File: src/rtl/ram_arbiter.sv
// Arbitrates the single-port block RAM between the CPU (default owner) and a host port.
// Host grants stall the CPU, are bounded to MAX_BURST accesses, and are followed by a CPU slice.
module ram_arbiter #(
    parameter int unsigned ADDRESS_WIDTH = 6,
    parameter int unsigned DATA_WIDTH    = 10,
    parameter int unsigned MAX_BURST     = 8,
    parameter int unsigned CPU_SLICE     = 4
) (
    input  logic                     clk,
    input  logic                     rst,
    input  logic [ADDRESS_WIDTH-1:0] cpu_addr,
    input  logic [DATA_WIDTH-1:0]    cpu_wdata,
    input  logic                     cpu_we,
    output logic [DATA_WIDTH-1:0]    cpu_rdata,
    output logic                     cpu_hold,
    input  logic                     host_req,
    input  logic                     host_we,
    input  logic [ADDRESS_WIDTH-1:0] host_addr,
    input  logic [DATA_WIDTH-1:0]    host_wdata,
    output logic                     host_ack,
    output logic                     host_rvalid,
    output logic [DATA_WIDTH-1:0]    host_rdata,
    output logic [ADDRESS_WIDTH-1:0] ram_addr,
    output logic [DATA_WIDTH-1:0]    ram_wdata,
    output logic                     ram_we,
    input  logic [DATA_WIDTH-1:0]    ram_rdata,
    output logic                     owner
);

    localparam int unsigned BurstW = $clog2(MAX_BURST + 1);
    localparam int unsigned SliceW = (CPU_SLICE > 0) ? $clog2(CPU_SLICE + 1) : 1;
    localparam logic [BurstW-1:0] BurstLast = BurstW'(MAX_BURST - 1);
    localparam logic [SliceW-1:0] SliceLoad = SliceW'(CPU_SLICE);

    typedef enum logic [1:0] {StCpuOwn, StDrain, StHost, StReturn} state_e;

    state_e                  state_q, state_d;
    logic [BurstW-1:0]       burst_cnt_q, burst_cnt_d;
    logic [SliceW-1:0]       slice_cnt_q, slice_cnt_d;
    logic                    rvalid_q, rvalid_d;
    logic [DATA_WIDTH-1:0]   cpu_rdata_q, cpu_rdata_d;
    logic                    host_accept;

    assign host_accept = (state_q == StHost) && host_req;

    always_comb begin
        state_d     = state_q;
        burst_cnt_d = burst_cnt_q;
        slice_cnt_d = slice_cnt_q;
        rvalid_d    = host_accept && !host_we;
        cpu_rdata_d = cpu_rdata_q;
        unique case (state_q)
            StCpuOwn: begin
                cpu_rdata_d = ram_rdata;
                if (slice_cnt_q != '0) begin
                    slice_cnt_d = slice_cnt_q - SliceW'(1);
                end
                // The slice expires on the edge where the counter reaches zero.
                if (host_req && (slice_cnt_q <= SliceW'(1))) begin
                    state_d = StDrain;
                end
            end
            StDrain: begin
                cpu_rdata_d = ram_rdata;
                state_d     = StHost;
            end
            StHost: begin
                if (host_accept) begin
                    burst_cnt_d = burst_cnt_q + BurstW'(1);
                    if (burst_cnt_q == BurstLast) begin
                        state_d = StReturn;
                    end
                end else begin
                    state_d = StReturn;
                end
            end
            StReturn: begin
                burst_cnt_d = '0;
                slice_cnt_d = SliceLoad;
                state_d     = StCpuOwn;
            end
            default: state_d = StCpuOwn;
        endcase
    end

    always_ff @(posedge clk) begin
        if (!rst) begin
            state_q     <= StCpuOwn;
            burst_cnt_q <= '0;
            slice_cnt_q <= '0;
            rvalid_q    <= 1'b0;
            cpu_rdata_q <= '0;
        end else begin
            state_q     <= state_d;
            burst_cnt_q <= burst_cnt_d;
            slice_cnt_q <= slice_cnt_d;
            rvalid_q    <= rvalid_d;
            cpu_rdata_q <= cpu_rdata_d;
        end
    end

    always_comb begin
        ram_addr  = cpu_addr;
        ram_wdata = cpu_wdata;
        ram_we    = 1'b0;
        cpu_rdata = cpu_rdata_q;
        unique case (state_q)
            StCpuOwn: begin
                ram_we    = cpu_we;
                cpu_rdata = ram_rdata;
            end
            StDrain: begin
                cpu_rdata = ram_rdata;
            end
            StHost: begin
                ram_addr  = host_addr;
                ram_wdata = host_wdata;
                ram_we    = host_accept && host_we;
            end
            StReturn: begin
                ram_we = 1'b0;
            end
            default: ram_we = 1'b0;
        endcase
    end

    assign cpu_hold    = (state_q != StCpuOwn);
    assign owner       = (state_q == StHost);
    assign host_ack    = host_accept;
    assign host_rvalid = rvalid_q;
    assign host_rdata  = rvalid_q ? ram_rdata : '0;

endmodule

File: config.mk
export PLATFORM = sky130hd
export DESIGN_NAME = ram_arbiter
export DESIGN_NICKNAME = d
export VERILOG_FILES = /design/src/rtl/ram_arbiter.sv
export SDC_FILE = /design/constraint.sdc
export NUM_CORES = 1
export LEC_CHECK = 0
export BUFFER_PORTS_ARGS = -buffer_cell sky130_fd_sc_hd__buf_2
export CORE_UTILIZATION = 39
export CTS_BUF_LIST = sky130_fd_sc_hd__clkbuf_8
export CTS_CLUSTER_SIZE = 8
export DETAILED_ROUTE_END_ITERATION = 8
export PLACE_DENSITY = 0.77
export REMOVE_ABC_BUFFERS = 1
export SLEW_MARGIN = 20
export SYNTH_ARGS = -nofsm -noshare
export SYNTH_HDL_FRONTEND = slang
export SYNTH_SLANG_ARGS = --single-unit
File: constraint.sdc
create_clock -name clk -period 1.5 [get_ports clk]
set_input_delay 0.3 -clock clk [delete_from_list [all_inputs] [get_ports clk]]
set_output_delay 0.3 -clock clk [all_outputs]
set_load 0.01 [all_outputs]
== Yosys cells after proc, flatten, opt, wreduce, memory -nomap -nowiden ==
Index checks and enable logic that the tools add are counted.
W data, S select, Z words.

* Add/subtract/negate cells: 2
* $mul: 0
* Divide/modulo/power cells: 0
* $lt $le $gt $ge: 1
* Equality and inequality tests: 8
* Shift-type cells: 0
* Muxes and demuxes: 13
* Bitwise gates (word level): 0
* Reductions and logical operators: 14

{| class="wikitable"
|+ Operators by type and width
! cell !! count
|-
| $mux W10 || 3
|-
| $pmux W2 S4 || 1
|-
| $pmux W4 S2 || 1
|-
| $mux W2 || 3
|-
| $mux W6 || 1
|-
| $pmux W3 S2 || 1
|-
| $reduce_and A2 Y1 || 3
|-
| $reduce_bool A2 Y1 || 3
|-
| $add A4 B1 Y4 const B || 1
|-
| $eq A2 B2 Y1 const B || 2
|-
| $eq A4 B3 Y1 const B || 1
|-
| $logic_and A1 B1 Y1 || 4
|-
| $mux W4 || 1
|-
| $ne A2 B2 Y1 const B || 2
|-
| $le A3 B1 Y1 const B || 1
|-
| $mux W3 || 1
|-
| $ne A3 B2 Y1 const B || 1
|-
| $reduce_bool A3 Y1 || 1
|-
| $sub A3 B1 Y3 const B || 1
|-
| $eq A2 B1 Y1 const B || 1
|-
| $logic_not A2 Y1 || 1
|-
| $ne A2 B1 Y1 const B || 1
|-
| $pmux W1 S2 || 1
|-
| $reduce_or A2 Y1 || 1
|-
| $logic_not A1 Y1 || 1
|}

* Bits in registers: 20
* Bits in latches: 0
* RAM bits: 0
* Memory bits (read-only): 0
* Bits of input ports: 47
* Word-level logic and storage cells: 43
* Memories kept: 0

== Logic depth before layout (Yosys ltp) ==
* Depth after elaboration: 4
* Gate-level depth with buffers: 7
* Gate-level depth less buffers: 6

== Worst setup path after synthesis ==
Ideal clock, no wire load.

* Path type: flip-flop to output port
* From: register state_q[0]
* To: output port cpu_rdata[0]
* Arrival time: 1.297 ns
* Slack: -0.097 ns
* Cell stages (with the launch flop): 6
* Buffers on the path: 1
* Cells stage by stage: dfxtp_1 inv_1 ha_1 buf_6 nor2_8 mux2_4

* Longest elaborated chain between the ends: 3
* Elaborated cells on any way between the ends: 4
* Those cells by class: eq/ne (1); mux (1); reduce/logical (2)

{| class="wikitable"
|+ RTL lines
! element !! line !! text
|-
| from (decl) || 37 || <nowiki>state_e state_q, state_d;</nowiki>
|-
| from (signal assigned) || 88 || <nowiki>state_q <= StCpuOwn;</nowiki>
|-
| from (signal assigned) || 94 || <nowiki>state_q <= state_d;</nowiki>
|-
| $eq A2 B1 Y1 or $logic_not A2 Y1 (tied branches) || 107 || <nowiki>unique case (state_q)</nowiki>
|-
| $reduce_or A2 Y1 (no source line) (*) || n/a ||
|-
| $mux W10 (*) || n/a ||
|-
| to (decl) || 14 || <nowiki>output logic [DATA_WIDTH-1:0] cpu_rdata,</nowiki>
|}

Mark *: on every way between the ends. The rest lies on a longest branch, timed or not.

== Worst setup path in the final report ==
* From: register state_q[0]
* To: output port cpu_rdata[4]

Same word-level chain as after synthesis.

==> results.json <==
{
  "status": "complete, but fails checks",
  "violations": "negative setup slack",
  "cp_top_family": "flip-flops",
  "grt_pass1_wl_um": 5910,
  "n_antenna_cell": 0,
  "path_depth": 5,
  "worstMarginPinSlew_ps": 433,
  "wl_per_cell_um": 14.6,
  "clock_skew_ps": 4.46,
  "drive_gt1_frac": 0.702,
  "gp_congestion": 0.746,
  "drtPass1Iterations": 3,
  "grt_pass1_vias": 1382,
  "setup_violations": 37,
  "ys_seq_area_frac": 0.306,
  "worst_slack_ps": -357,
  "num_vias": 1380,
  "critPathRequiredTime_ps": 1200,
  "clock_sinks": 20,
  "ant_nets": 0,
  "cap_violations": 0,
  "final_util": 0.802,
  "die-area_mm2": 0.00359,
  "hold_slack_ps": 220,
  "worstPathCellList": "inv_4, ha_4, nor2_4, mux2_4, buf_6",
  "fin_nets": 294,
  "hold_viol": 0,
  "row_count": 20,
  "vias_per_cell": 4.89,
  "overflow": 0,
  "drv_slew": 0,
  "antenna_found_initial": 0,
  "ys.flop_type": "dfxtp_1",
  "finalCritPeriodShare": 1.24,
  "initial_utilization": 0.419,
  "timing.rr.start": "state_q[1]",
  "synthToLayoutAreaGrowth_pct": 91.4,
  "slew_headroom": 0.711,
  "start_kind": "flop",
  "cp_num_buf_inv": 2,
  "fmax_ghz": 0.538,
  "cts_hold_buf": 0,
  "leakagePower_uw": 0.00123,
  "path_class": "reg -> out",
  "cp-startpoint": "state_q[0]",
  "slowest_delay_ps": 390,
  "hold_start": "host_we",
  "cts-root-buf": "clkbuf_8",
  "synth_cells": 128,
  "hold_path.class": "in -> reg",
  "gr-usage-all-layers": 0.224,
  "vdd_drop_max_uv": 867,
  "numCtsBuffers": 3,
  "coreArea_mm2": 0.00313,
  "synth_top_area_cell": "dfxtp_1",
  "synthTopCellsByArea": "dfxtp_1 31%, mux2_2 15%, mux2_4 11%",
  "die_h_um": 60.0,
  "io_buffers": 87,
  "worstSkewPairLatency_ps": 260,
  "cp_slowest_cell": "dfxtp_4",
  "arrival_ps": 1560,
  "tritoncts": "done",
  "hold_depth": 2,
  "ys_ff_latch": 20,
  "cp_max_fo": 5,
  "htreeDepth": 1,
  "finalPower_uw": 4390,
  "synth_cell_type_count": 32,
  "power_density_mw_per_mm2": 1750,
  "ys_warn_count": 0,
  "rsz0062_at_grt": "yes",
  "io_pins": 88,
  "end_kind": "output port",
  "syn_area_mm2": 0.00131,
  "grt_max_degree": 23,
  "drtIter0Drc": 20,
  "die_w_um": 60.0,
  "stdcell_count": 282,
  "synth_area_per_cell_um2": 10.2,
  "netlist.area_leader.share": 0.306,
  "min_period_ps": 1860,
  "async_flop_share": 0,
  "drc": 0,
  "wirelength_um": 4110,
  "ctsLongestPathBuffers": 2,
  "r2r_cells": 9,
  "dp_cells": 264,
  "hpwl_um": 2450,
  "synth-edff-count": 0,
  "clkTransAtPathRegs_ps": 80
}
[synth_stat cells, types with 2 or more instances]
| cell type | count |
|---|---|
| a21oi_1 | 4 |
| a31oi_1 | 2 |
| a32oi_1 | 2 |
| and2_1 | 20 |
| buf_2 | 2 |
| clkbuf_1 | 2 |
| dfxtp_1 | 20 |
| ha_1 | 8 |
| inv_1 | 9 |
| mux2_2 | 17 |
| mux2_4 | 10 |
| mux2i_1 | 2 |
| nand2_1 | 4 |
| nand3_1 | 2 |
| nor2b_1 | 6 |
| nor4_1 | 2 |
[final cells by class]
class | count | area, um2
clock buffer | 4 | 55.1
multi-input combinational | 95 | 1060
fill | 203 | 621
inverter | 9 | 48.8
tap | 44 | 55.1
timing repair buffer | 110 | 887
sequential | 20 | 405
[power breakdown]
| group | internal [uW] | total (uW) | switching, uW |
|---|---|---|---|
| clock network | 234 | 417 | 183 |
| registers | 668 | 748 | 79.8 |
| logic | 1910 | 3230 | 1310 |
[worst register-to-register path, delay by kind of cell (launching register included)]
| family | cells | cell delay [ps] |
|---|---|---|
| buf+inv | 4 | 460 |
| compound gates | 3 | 460 |
| flops | 1 | 350 |
| fa+ha+maj | 1 | 220 |
| simple gates | 1 | 50 |
[logic make-up (layout without fill, tap and decap cells)]
kind of cell	Yosys count	after routing	synth area share
AOI/OAI and AO/OA	17	17	0.0993
adders and majority gates	8	8	0.0764
buffers and inverters	14	123	0.0478
DFF	20	20	0.306
muxes	29	29	0.276
and+or+nand+nor	40	41	0.195
[per-layer routing]
metal / global-route usage / vias up / routed length (um)
li1: - / 671 / -
met1: 0.244 / 619 / 1610
met2: 0.413 / 84 / 2150
met3: 0.0368 / 6 / 277
met4: 0.113 / 0 / 82
met5: 0 / - / 0
[path summary, 6_finish.rpt]
path               endpoint  slack, ps
max reg2reg      state_q[0]       -140
min             host_rvalid        220
max            cpu_rdata[4]       -360
min reg2reg  burst_cnt_q[1]        560
[state kept, by name, indices dropped and copies added, names as in the netlist]
signal,cells
burst_cnt_q,4
cpu_rdata_q,10
host_rvalid,1
slice_cnt_q,3
state_q,2
[cell usage in the layout (no fill, tap or decap), drive strengths merged, types with 3 or more instances in the layout]
cell type	count
inv	9
nand2	4
a21oi	4
clkbuf	5
ha	8
nor2b	6
buf	109
nor2	3
and2	20
dfxtp	20
mux2	27
[repair_timing]
action / CTS / global route
setup endpoints to repair: 45 / 39
setup buffers: 4 / 8
pin swaps: 4 / 6
gates resized for setup: 71 / 26
cloned: 2 / 1
[per-stage QoR]
step | TNS (ps) | area (um2) | worst slack, ps
finish | -9420 | 2510 | -357
global route | -10780 | 2510 | -387
CTS | -8400 | 2300 | -369
detailed placement | -5920 | 1860 | -258
global placement | -4130 | 1860 | -204
floorplan | -8070 | 1280 | -371
Power figures use the tool's default switching activity.
